[src/rtl/dpll_loop_ctrl.sv]
// -----------------------------------------------------------------------------
// dpll_loop_ctrl
//   Digital PLL loop core. Measures the phase error between the reference
//   clock and the divided feedback clock in units of clk cycles, filters it
//   through a saturating PI loop filter to produce a signed DCO control word,
//   and reports lock with separate good/bad sample counts for hysteresis.
//
// Ports
//   clk        in   1       sampling clock, all logic on posedge
//   rst        in   1       asynchronous active-high reset
//   ref_in     in   1       reference clock (asynchronous to clk)
//   fb_in      in   1       divided feedback clock (asynchronous to clk)
//   hold       in   1       holdover: freeze integrator and ctrl
//   phase_err  out  ERR_W   last signed phase error (+ = ref leads)
//   err_valid  out  1       one-cycle pulse when phase_err updates
//   ctrl       out  CTRL_W  signed DCO control word
//   ctrl_valid out  1       one-cycle pulse when ctrl updates
//   locked     out  1       lock indicator
// -----------------------------------------------------------------------------
module dpll_loop_ctrl #(
  parameter int CTRL_W     = 16,
  parameter int ERR_W      = 12,
  parameter int KP_SHIFT   = 2,
  parameter int KI_SHIFT   = 6,
  parameter int LOCK_TOL   = 2,
  parameter int LOCK_CNT   = 16,
  parameter int UNLOCK_CNT = 4,
  parameter int CTRL_INIT  = 0
) (
  input  logic              clk,
  input  logic              rst,
  input  logic              ref_in,
  input  logic              fb_in,
  input  logic              hold,
  output logic [ERR_W-1:0]  phase_err,
  output logic              err_valid,
  output logic [CTRL_W-1:0] ctrl,
  output logic              ctrl_valid,
  output logic              locked
);

  // Cycle counter width: its all-ones value is exactly ERR_MAX.
  localparam int CW = ERR_W - 1;
  localparam int IW = CTRL_W + KI_SHIFT;
  localparam int PW = ERR_W + KP_SHIFT;
  localparam int SW = ((CTRL_W > PW) ? CTRL_W : PW) + 2;
  localparam int GW = $clog2(LOCK_CNT + 1);
  localparam int BW = $clog2(UNLOCK_CNT + 1);

  localparam logic [CW-1:0]            ERR_MAX_C = '1;
  localparam logic signed [IW-1:0]     INTEG_MAX = {1'b0, {(IW-1){1'b1}}};
  localparam logic signed [IW-1:0]     INTEG_MIN = {1'b1, {(IW-1){1'b0}}};
  localparam logic signed [SW-1:0]     CMAX_S    = SW'({1'b0, {(CTRL_W-1){1'b1}}});
  localparam logic signed [SW-1:0]     CMIN_S    = ~CMAX_S;
  localparam logic signed [CTRL_W-1:0] INIT_C    = CTRL_W'(CTRL_INIT);

  // ---------------------------------------------------------------------------
  // Input synchronisers and rising-edge detect
  // ---------------------------------------------------------------------------
  logic ref_s1_q, ref_s2_q, ref_s3_q;
  logic fb_s1_q, fb_s2_q, fb_s3_q;
  logic ref_rise, fb_rise;

  always_ff @(posedge clk or posedge rst) begin
    if (rst) begin
      ref_s1_q <= 1'b0;
      ref_s2_q <= 1'b0;
      ref_s3_q <= 1'b0;
      fb_s1_q  <= 1'b0;
      fb_s2_q  <= 1'b0;
      fb_s3_q  <= 1'b0;
    end else begin
      ref_s1_q <= ref_in;
      ref_s2_q <= ref_s1_q;
      ref_s3_q <= ref_s2_q;
      fb_s1_q  <= fb_in;
      fb_s2_q  <= fb_s1_q;
      fb_s3_q  <= fb_s2_q;
    end
  end

  assign ref_rise = ref_s2_q & ~ref_s3_q;
  assign fb_rise  = fb_s2_q & ~fb_s3_q;

  // ---------------------------------------------------------------------------
  // Phase detector FSM
  // ---------------------------------------------------------------------------
  typedef enum logic [1:0] {
    IDLE,
    LEAD_REF,
    LEAD_FB
  } state_t;

  state_t         state_q, state_d;
  logic [CW-1:0]  cnt_q, cnt_d, cnt_inc;
  logic           emit_d, emit_neg, emit_slip_d;
  logic [CW-1:0]  emit_mag;
  logic [ERR_W-1:0] emit_mag_ext, emit_err_d;

  assign cnt_inc = (cnt_q == ERR_MAX_C) ? cnt_q : cnt_q + CW'(1);

  always_ff @(posedge clk or posedge rst) begin
    if (rst) begin
      state_q <= IDLE;
      cnt_q   <= '0;
    end else begin
      state_q <= state_d;
      cnt_q   <= cnt_d;
    end
  end

  always_comb begin
    state_d = state_q;
    cnt_d   = cnt_q;
    case (state_q)
      IDLE: begin
        if (ref_rise && !fb_rise) begin
          state_d = LEAD_REF;
          cnt_d   = CW'(1);
        end else if (fb_rise && !ref_rise) begin
          state_d = LEAD_FB;
          cnt_d   = CW'(1);
        end
      end
      LEAD_REF: begin
        if (fb_rise) begin
          // A coincident ref edge starts the next measurement immediately.
          state_d = ref_rise ? LEAD_REF : IDLE;
          cnt_d   = ref_rise ? CW'(1) : '0;
        end else if (ref_rise) begin
          cnt_d = CW'(1);
        end else begin
          cnt_d = cnt_inc;
        end
      end
      LEAD_FB: begin
        if (ref_rise) begin
          state_d = fb_rise ? LEAD_FB : IDLE;
          cnt_d   = fb_rise ? CW'(1) : '0;
        end else if (fb_rise) begin
          cnt_d = CW'(1);
        end else begin
          cnt_d = cnt_inc;
        end
      end
      default: begin
        state_d = IDLE;
        cnt_d   = '0;
      end
    endcase
  end

  always_comb begin
    emit_d      = 1'b0;
    emit_neg    = 1'b0;
    emit_slip_d = 1'b0;
    emit_mag    = '0;
    case (state_q)
      IDLE: begin
        emit_d = ref_rise & fb_rise;
      end
      LEAD_REF: begin
        if (fb_rise) begin
          emit_d   = 1'b1;
          emit_mag = cnt_q;
        end else if (ref_rise) begin
          emit_d      = 1'b1;
          emit_slip_d = 1'b1;
          emit_mag    = ERR_MAX_C;
        end
      end
      LEAD_FB: begin
        emit_neg = 1'b1;
        if (ref_rise) begin
          emit_d   = 1'b1;
          emit_mag = cnt_q;
        end else if (fb_rise) begin
          emit_d      = 1'b1;
          emit_slip_d = 1'b1;
          emit_mag    = ERR_MAX_C;
        end
      end
      default: ;
    endcase
  end

  assign emit_mag_ext = {1'b0, emit_mag};
  assign emit_err_d   = emit_neg ? ('0 - emit_mag_ext) : emit_mag_ext;

  logic [ERR_W-1:0] phase_err_q;
  logic             err_valid_q, err_slip_q;

  always_ff @(posedge clk or posedge rst) begin
    if (rst) begin
      phase_err_q <= '0;
      err_valid_q <= 1'b0;
      err_slip_q  <= 1'b0;
    end else begin
      err_valid_q <= emit_d;
      if (emit_d) begin
        phase_err_q <= emit_err_d;
        err_slip_q  <= emit_slip_d;
      end
    end
  end

  // ---------------------------------------------------------------------------
  // PI loop filter
  // ---------------------------------------------------------------------------
  logic signed [IW-1:0]     integ_q, integ_d, integ_new;
  logic signed [IW:0]       integ_sum, err_ext_i;
  logic signed [SW-1:0]     p_term, i_term, init_term, ctrl_sum;
  logic signed [CTRL_W-1:0] ctrl_q, ctrl_d, ctrl_sat;
  logic                     ctrl_valid_q, update;

  assign update    = err_valid_q & ~hold;
  assign err_ext_i = (IW+1)'($signed(phase_err_q));
  assign integ_sum = (IW+1)'(integ_q) + err_ext_i;

  always_comb begin
    if (integ_sum[IW] != integ_sum[IW-1]) begin
      integ_new = integ_sum[IW] ? INTEG_MIN : INTEG_MAX;
    end else begin
      integ_new = integ_sum[IW-1:0];
    end
  end

  // Integral term has only CTRL_W significant bits after the shift, so the
  // size cast to SW never loses information.
  assign p_term    = SW'($signed(phase_err_q)) <<< KP_SHIFT;
  assign i_term    = SW'(integ_new >>> KI_SHIFT);
  assign init_term = SW'(INIT_C);
  assign ctrl_sum  = init_term + p_term + i_term;

  always_comb begin
    if (ctrl_sum > CMAX_S) begin
      ctrl_sat = CMAX_S[CTRL_W-1:0];
    end else if (ctrl_sum < CMIN_S) begin
      ctrl_sat = CMIN_S[CTRL_W-1:0];
    end else begin
      ctrl_sat = ctrl_sum[CTRL_W-1:0];
    end
  end

  assign integ_d = update ? integ_new : integ_q;
  assign ctrl_d  = update ? ctrl_sat : ctrl_q;

  always_ff @(posedge clk or posedge rst) begin
    if (rst) begin
      integ_q      <= '0;
      ctrl_q       <= INIT_C;
      ctrl_valid_q <= 1'b0;
    end else begin
      integ_q      <= integ_d;
      ctrl_q       <= ctrl_d;
      ctrl_valid_q <= update;
    end
  end

  // ---------------------------------------------------------------------------
  // Lock detector (runs on every error sample, regardless of hold)
  // ---------------------------------------------------------------------------
  logic [ERR_W-1:0] err_abs;
  logic             good_s;
  logic [GW-1:0]    good_cnt_q, good_cnt_d;
  logic [BW-1:0]    bad_cnt_q, bad_cnt_d;
  logic             locked_q, locked_d;

  assign err_abs = phase_err_q[ERR_W-1] ? ('0 - phase_err_q) : phase_err_q;
  assign good_s  = ~err_slip_q & (err_abs <= ERR_W'(LOCK_TOL));

  always_comb begin
    good_cnt_d = good_cnt_q;
    bad_cnt_d  = bad_cnt_q;
    locked_d   = locked_q;
    if (err_valid_q) begin
      if (good_s) begin
        good_cnt_d = (good_cnt_q == GW'(LOCK_CNT)) ? good_cnt_q : good_cnt_q + GW'(1);
        bad_cnt_d  = '0;
      end else begin
        bad_cnt_d  = (bad_cnt_q == BW'(UNLOCK_CNT)) ? bad_cnt_q : bad_cnt_q + BW'(1);
        good_cnt_d = '0;
      end
      if (!locked_q && good_cnt_d == GW'(LOCK_CNT)) begin
        locked_d = 1'b1;
      end else if (locked_q && bad_cnt_d == BW'(UNLOCK_CNT)) begin
        locked_d   = 1'b0;
        good_cnt_d = '0;
      end
    end
  end

  always_ff @(posedge clk or posedge rst) begin
    if (rst) begin
      good_cnt_q <= '0;
      bad_cnt_q  <= '0;
      locked_q   <= 1'b0;
    end else begin
      good_cnt_q <= good_cnt_d;
      bad_cnt_q  <= bad_cnt_d;
      locked_q   <= locked_d;
    end
  end

  assign phase_err  = phase_err_q;
  assign err_valid  = err_valid_q;
  assign ctrl       = ctrl_q;
  assign ctrl_valid = ctrl_valid_q;
  assign locked     = locked_q;

endmodule
[config.mk]
export PLATFORM = sky130hd
export DESIGN_NAME = dpll_loop_ctrl
export DESIGN_NICKNAME = d
export VERILOG_FILES = /design/src/rtl/dpll_loop_ctrl.sv
export SDC_FILE = /design/constraint.sdc
export NUM_CORES = 1
export LEC_CHECK = 0
export CORE_ASPECT_RATIO = 1.25
export CORE_MARGIN = 2
export CORE_UTILIZATION = 55
export DETAILED_ROUTE_END_ITERATION = 7
export GPL_ROUTABILITY_DRIVEN = 1
export PLACE_DENSITY = 0.74
export SKIP_CTS_REPAIR_TIMING = 1
export SYNTH_ARGS = -nofsm -noshare
export SYNTH_HDL_FRONTEND = slang
export SYNTH_SLANG_ARGS = --single-unit
export TNS_END_PERCENT = 1
[constraint.sdc]
create_clock -name clk -period 13.9 [get_ports clk]
set_input_delay 1.39 -clock clk [delete_from_list [all_inputs] [get_ports clk]]
set_output_delay 1.39 -clock clk [all_outputs]
set_load 0.02 [all_outputs]
==> impl_metrics.csv <==
group,metric,value,unit
min_path,hold_class,"flip-flop to flip-flop",
cts,clkSinkCount,81,
cts,cts_root_buf,"clkbuf_16",
yosys,ys.flop_type,"dfrtp_1",
sta,hold_viol_final,0,
sta,finClkSkew,0.00818,ns
critical_path,r2r_slack,6.90,ns
finish,multi_input_area,3940,sq um
place,dp_hpwl,11500,um
critical_path,worstPathRequired,14.11,ns
cts,path_clk_slew,0.06,ns
floorplan,ioPinCount,36,
floorplan,die_area,12100,sq um
critical_path,crit_path_start_kind,"flip-flop",
yosys,synth_edf_count,0,
outcome,status,"completed",
grt,grt_max_degree,82,
place,io_buffers,35,
grt,grt-ovfl-total,0,
run,maxCapViolations,0,
sta,period_needed,7.00,ns
finish,n_antenna_cell,0,
yosys,ys_ff_latch,81,
critical_path,critical_path_class,"flip-flop to flip-flop",
yosys,syn_area,6200,sq um
yosys,syn-num-nets,820,
cts,htree_num_levels,3,
sta,relSlewSlack,29.3,%
detailed_routing,viasPerCell,6.31,
detailed_routing,ant_nets,0,
detailed_routing,wirelength,15800,um
finish,drive_gt1_share,5.90,%
grt,grt_pass1_vias,5790,
critical_path,cp_data_arrival_time,7.21,ns
sta,setup_viol,0,
finish,fin_nets,836,
cts,cts.path.max_buffers,2,
finish,area_growth,11.6,%
floorplan,start_util,56.2,%
cts,clk_latency,0.35,ns
detailed_routing,drc,0,
finish,final-seq-area,2030,sq um
sta,tightest_slew,1.06,ns
min_path,hold_end,"ref_s2_q$_DFF_PP0_",
yosys,synthArstFlopShare,100,%
floorplan,die_h,123,um
detailed_routing,wl_per_cell,17.3,um
detailed_routing,drtPass1Iterations,4,
min_path,hp-start,"ref_s1_q$_DFF_PP0_",
sta,fin_crit_sh,50.3,%
place,gp_congestion,0.850,
detailed_routing,vias,5775,
sta,drv_slew,0,
cts,cts_buffers,9,
critical_path,r2r-end,"ctrl[11]$_DFFE_PP0P_",
yosys,synth.distinct_cells,66,
yosys,ys_seq_area_share,32.7,%
floorplan,core,11000,sq um
critical_path,path_max_fanout,23,
detailed_routing,dr.first_iter.drc_count,253,
grt,grt_pass1_wl,27000,um
sta,tns,0,ns
grt,grtUsageTotal,27.5,%
finish,fill_cells,977,
cts,cts_tree,"yes",
floorplan,rows,43,
critical_path,worstSetupEndpointType,"flip-flop",
yosys,yosysWarningCount,0,
critical_path,ff2ff_path_depth,25,
sta,rsz0062_at_grt,"no",
critical_path,r2r-start,"phase_err[11]$_DFFE_PP0P_",
floorplan,die-width,99.0,um
grt,grt_antenna_before_repair,0,
min_path,whs_path_depth,0,
sta,clock.fmax,143,MHz
yosys,postSynthCellCount,760,
yosys,postSynthAreaPerCell,8.16,sq um
critical_path,worstSetupStartpoint,"phase_err[11]$_DFFE_PP0P_",
-- flip-flops by register name, summed over array words and instances (netlist names), 2 cells and up --
register	flops
bad_cnt_q	3
cnt_q	11
ctrl	16
phase_err	12
state_q	2
integ_q	22
good_cnt_q	5
-- worst max-delay path, stage by stage (launching register included) --
cell	delay, ns
dfrtp_1	0.93
ha_1	0.42
a21o_1	0.20
a21o_1	0.19
a21oi_1	0.16
nand2b_1	0.15
nand4_1	0.15
a31o_2	0.27
a21o_1	0.20
xor2_1	0.15
ha_1	0.55
and3_1	0.30
a32oi_1	0.44
buf_4	0.27
nand2_1	0.08
ha_1	0.22
fa_1	0.43
a211oi_1	0.32
o21a_1	0.20
o311a_1	0.24
o21ai_0	0.10
nor3_1	0.13
a21oi_1	0.06
buf_4	0.20
o21ai_0	0.31
o21ai_0	0.16
-- stage by stage --
| step | util, % | instance area, sq um | setup WS, ns | std cells | hold WS [ns] |
|---|---|---|---|---|---|
| floorplan | - | 6200 | 8.04 | 760 | 0.331 |
| global placement | 60.0 | 6620 | 7.27 | 900 | 0.333 |
| detailed placement | 60.0 | 6620 | 6.96 | 900 | 0.340 |
| CTS | 62.8 | 6920 | 6.97 | 915 | 0.354 |
| global route | 62.8 | 6920 | 6.23 | 915 | 0.357 |
| finish | 62.8 | 6920 | 6.90 | 915 | 0.349 |
-- cell usage after synthesis, drive strengths merged, types with 2 or more instances --
master	n	area, sq um
a2111oi	2	23.8
a211oi	9	67.6
a21boi	3	22.5
a21o	13	97.6
a21oi	81	405
a221oi	2	17.5
a22o	4	35.0
a22oi	3	22.5
a31o	2	17.5
a31oi	14	87.6
a41oi	5	43.8
and2	2	12.5
and3	4	25.0
and4	2	17.5
buf	4	23.8
clkbuf	31	116
dfrtp	81	2030
fa	2	40.0
ha	53	663
inv	24	90.1
mux2	8	90.1
nand2	97	364
nand2b	13	88.8
nand3	15	75.1
nand3b	3	22.5
nand4	5	31.3
nor2	58	218
nor2b	8	50.1
nor3	15	75.1
nor4	3	33.8
o211a	2	20.0
o211ai	5	37.5
o21a	9	67.6
o21ai	96	488
o21bai	6	45.0
o22ai	2	12.5
o31ai	10	75.1
o41ai	3	33.8
or2	7	46.3
or3	6	37.5
xnor2	19	166
xor2	13	114
-- cell families after synthesis --
kind of cell | share of synthesized area [%]
AOI/OAI and AO/OA | 27.8
xor gates and xnor gates | 4.52
adders and majority gates | 11.3
buffers and inverters | 3.71
DFF | 32.7
muxes | 1.45
and+or+nand+nor | 18.4
-- layout make-up --
class	instances	share of cell area [%]
clock buffers	11	3.65
multi-input cells	620	57.0
flip-flops and latches	81	29.3
repair buffers	40	5.60
well taps	135	2.44
inverters	24	1.32
clock inverters	4	0.741
-- routing by layer --
| layer | wire (um) | share of wire (%) | global-route usage (%) |
|---|---|---|---|
| met2 | 8340 | 53 | 51.1 |
| met5 | 0 | 0 | 0 |
| met1 | 6330 | 40 | 30.4 |
| met4 | 632 | 4.0 | 13.4 |
| met3 | 515 | 3.3 | 3.93 |
-- cells in the final DEF (no fill, tap or decap), drive strengths merged, types with 3 or more instances in the layout --
master         netlist  layout
nor4                 3       3
a22o                 4       4
a21boi               3       3
inv                 24      24
ha                  53      53
or3                  6       6
nor2b                8       8
mux2                 8       8
dfrtp               81      81
o21a                 9       9
a22oi                3       3
a211oi               9       9
xnor2               19      19
nor3                15      15
clkbuf              31      11
buf                  4       5
clkdlybuf4s50        0      35
o211ai               5       5
nand3               15      15
a31oi               14      14
a41oi                5       5
o31ai               10      10
nand2b              13      13
nand2               97      97
and3                 4       4
o21bai               6       6
a21oi               81      81
o41ai                3       3
a21o                13      13
nand4                5       5
nor2                58      58
o21ai               96      96
nand3b               3       3
xor2                13      13
or2                  7       7
-- how the worst max path moves through the flow --
| stage | endpoint |
|---|---|
| detailed placement | ctrl[11]$_DFFE_PP0P_ |
| finish | ctrl[11]$_DFFE_PP0P_ |
| global placement | ctrl[1]$_DFFE_PP0P_ |
| floorplan | ctrl[14]$_DFFE_PP0P_ |
| global route | ctrl[11]$_DFFE_PP0P_ |
| CTS | ctrl[11]$_DFFE_PP0P_ |
Power is not shown: default switching activity piles up to over one toggle a cycle in this logic, so the estimate is an artifact.
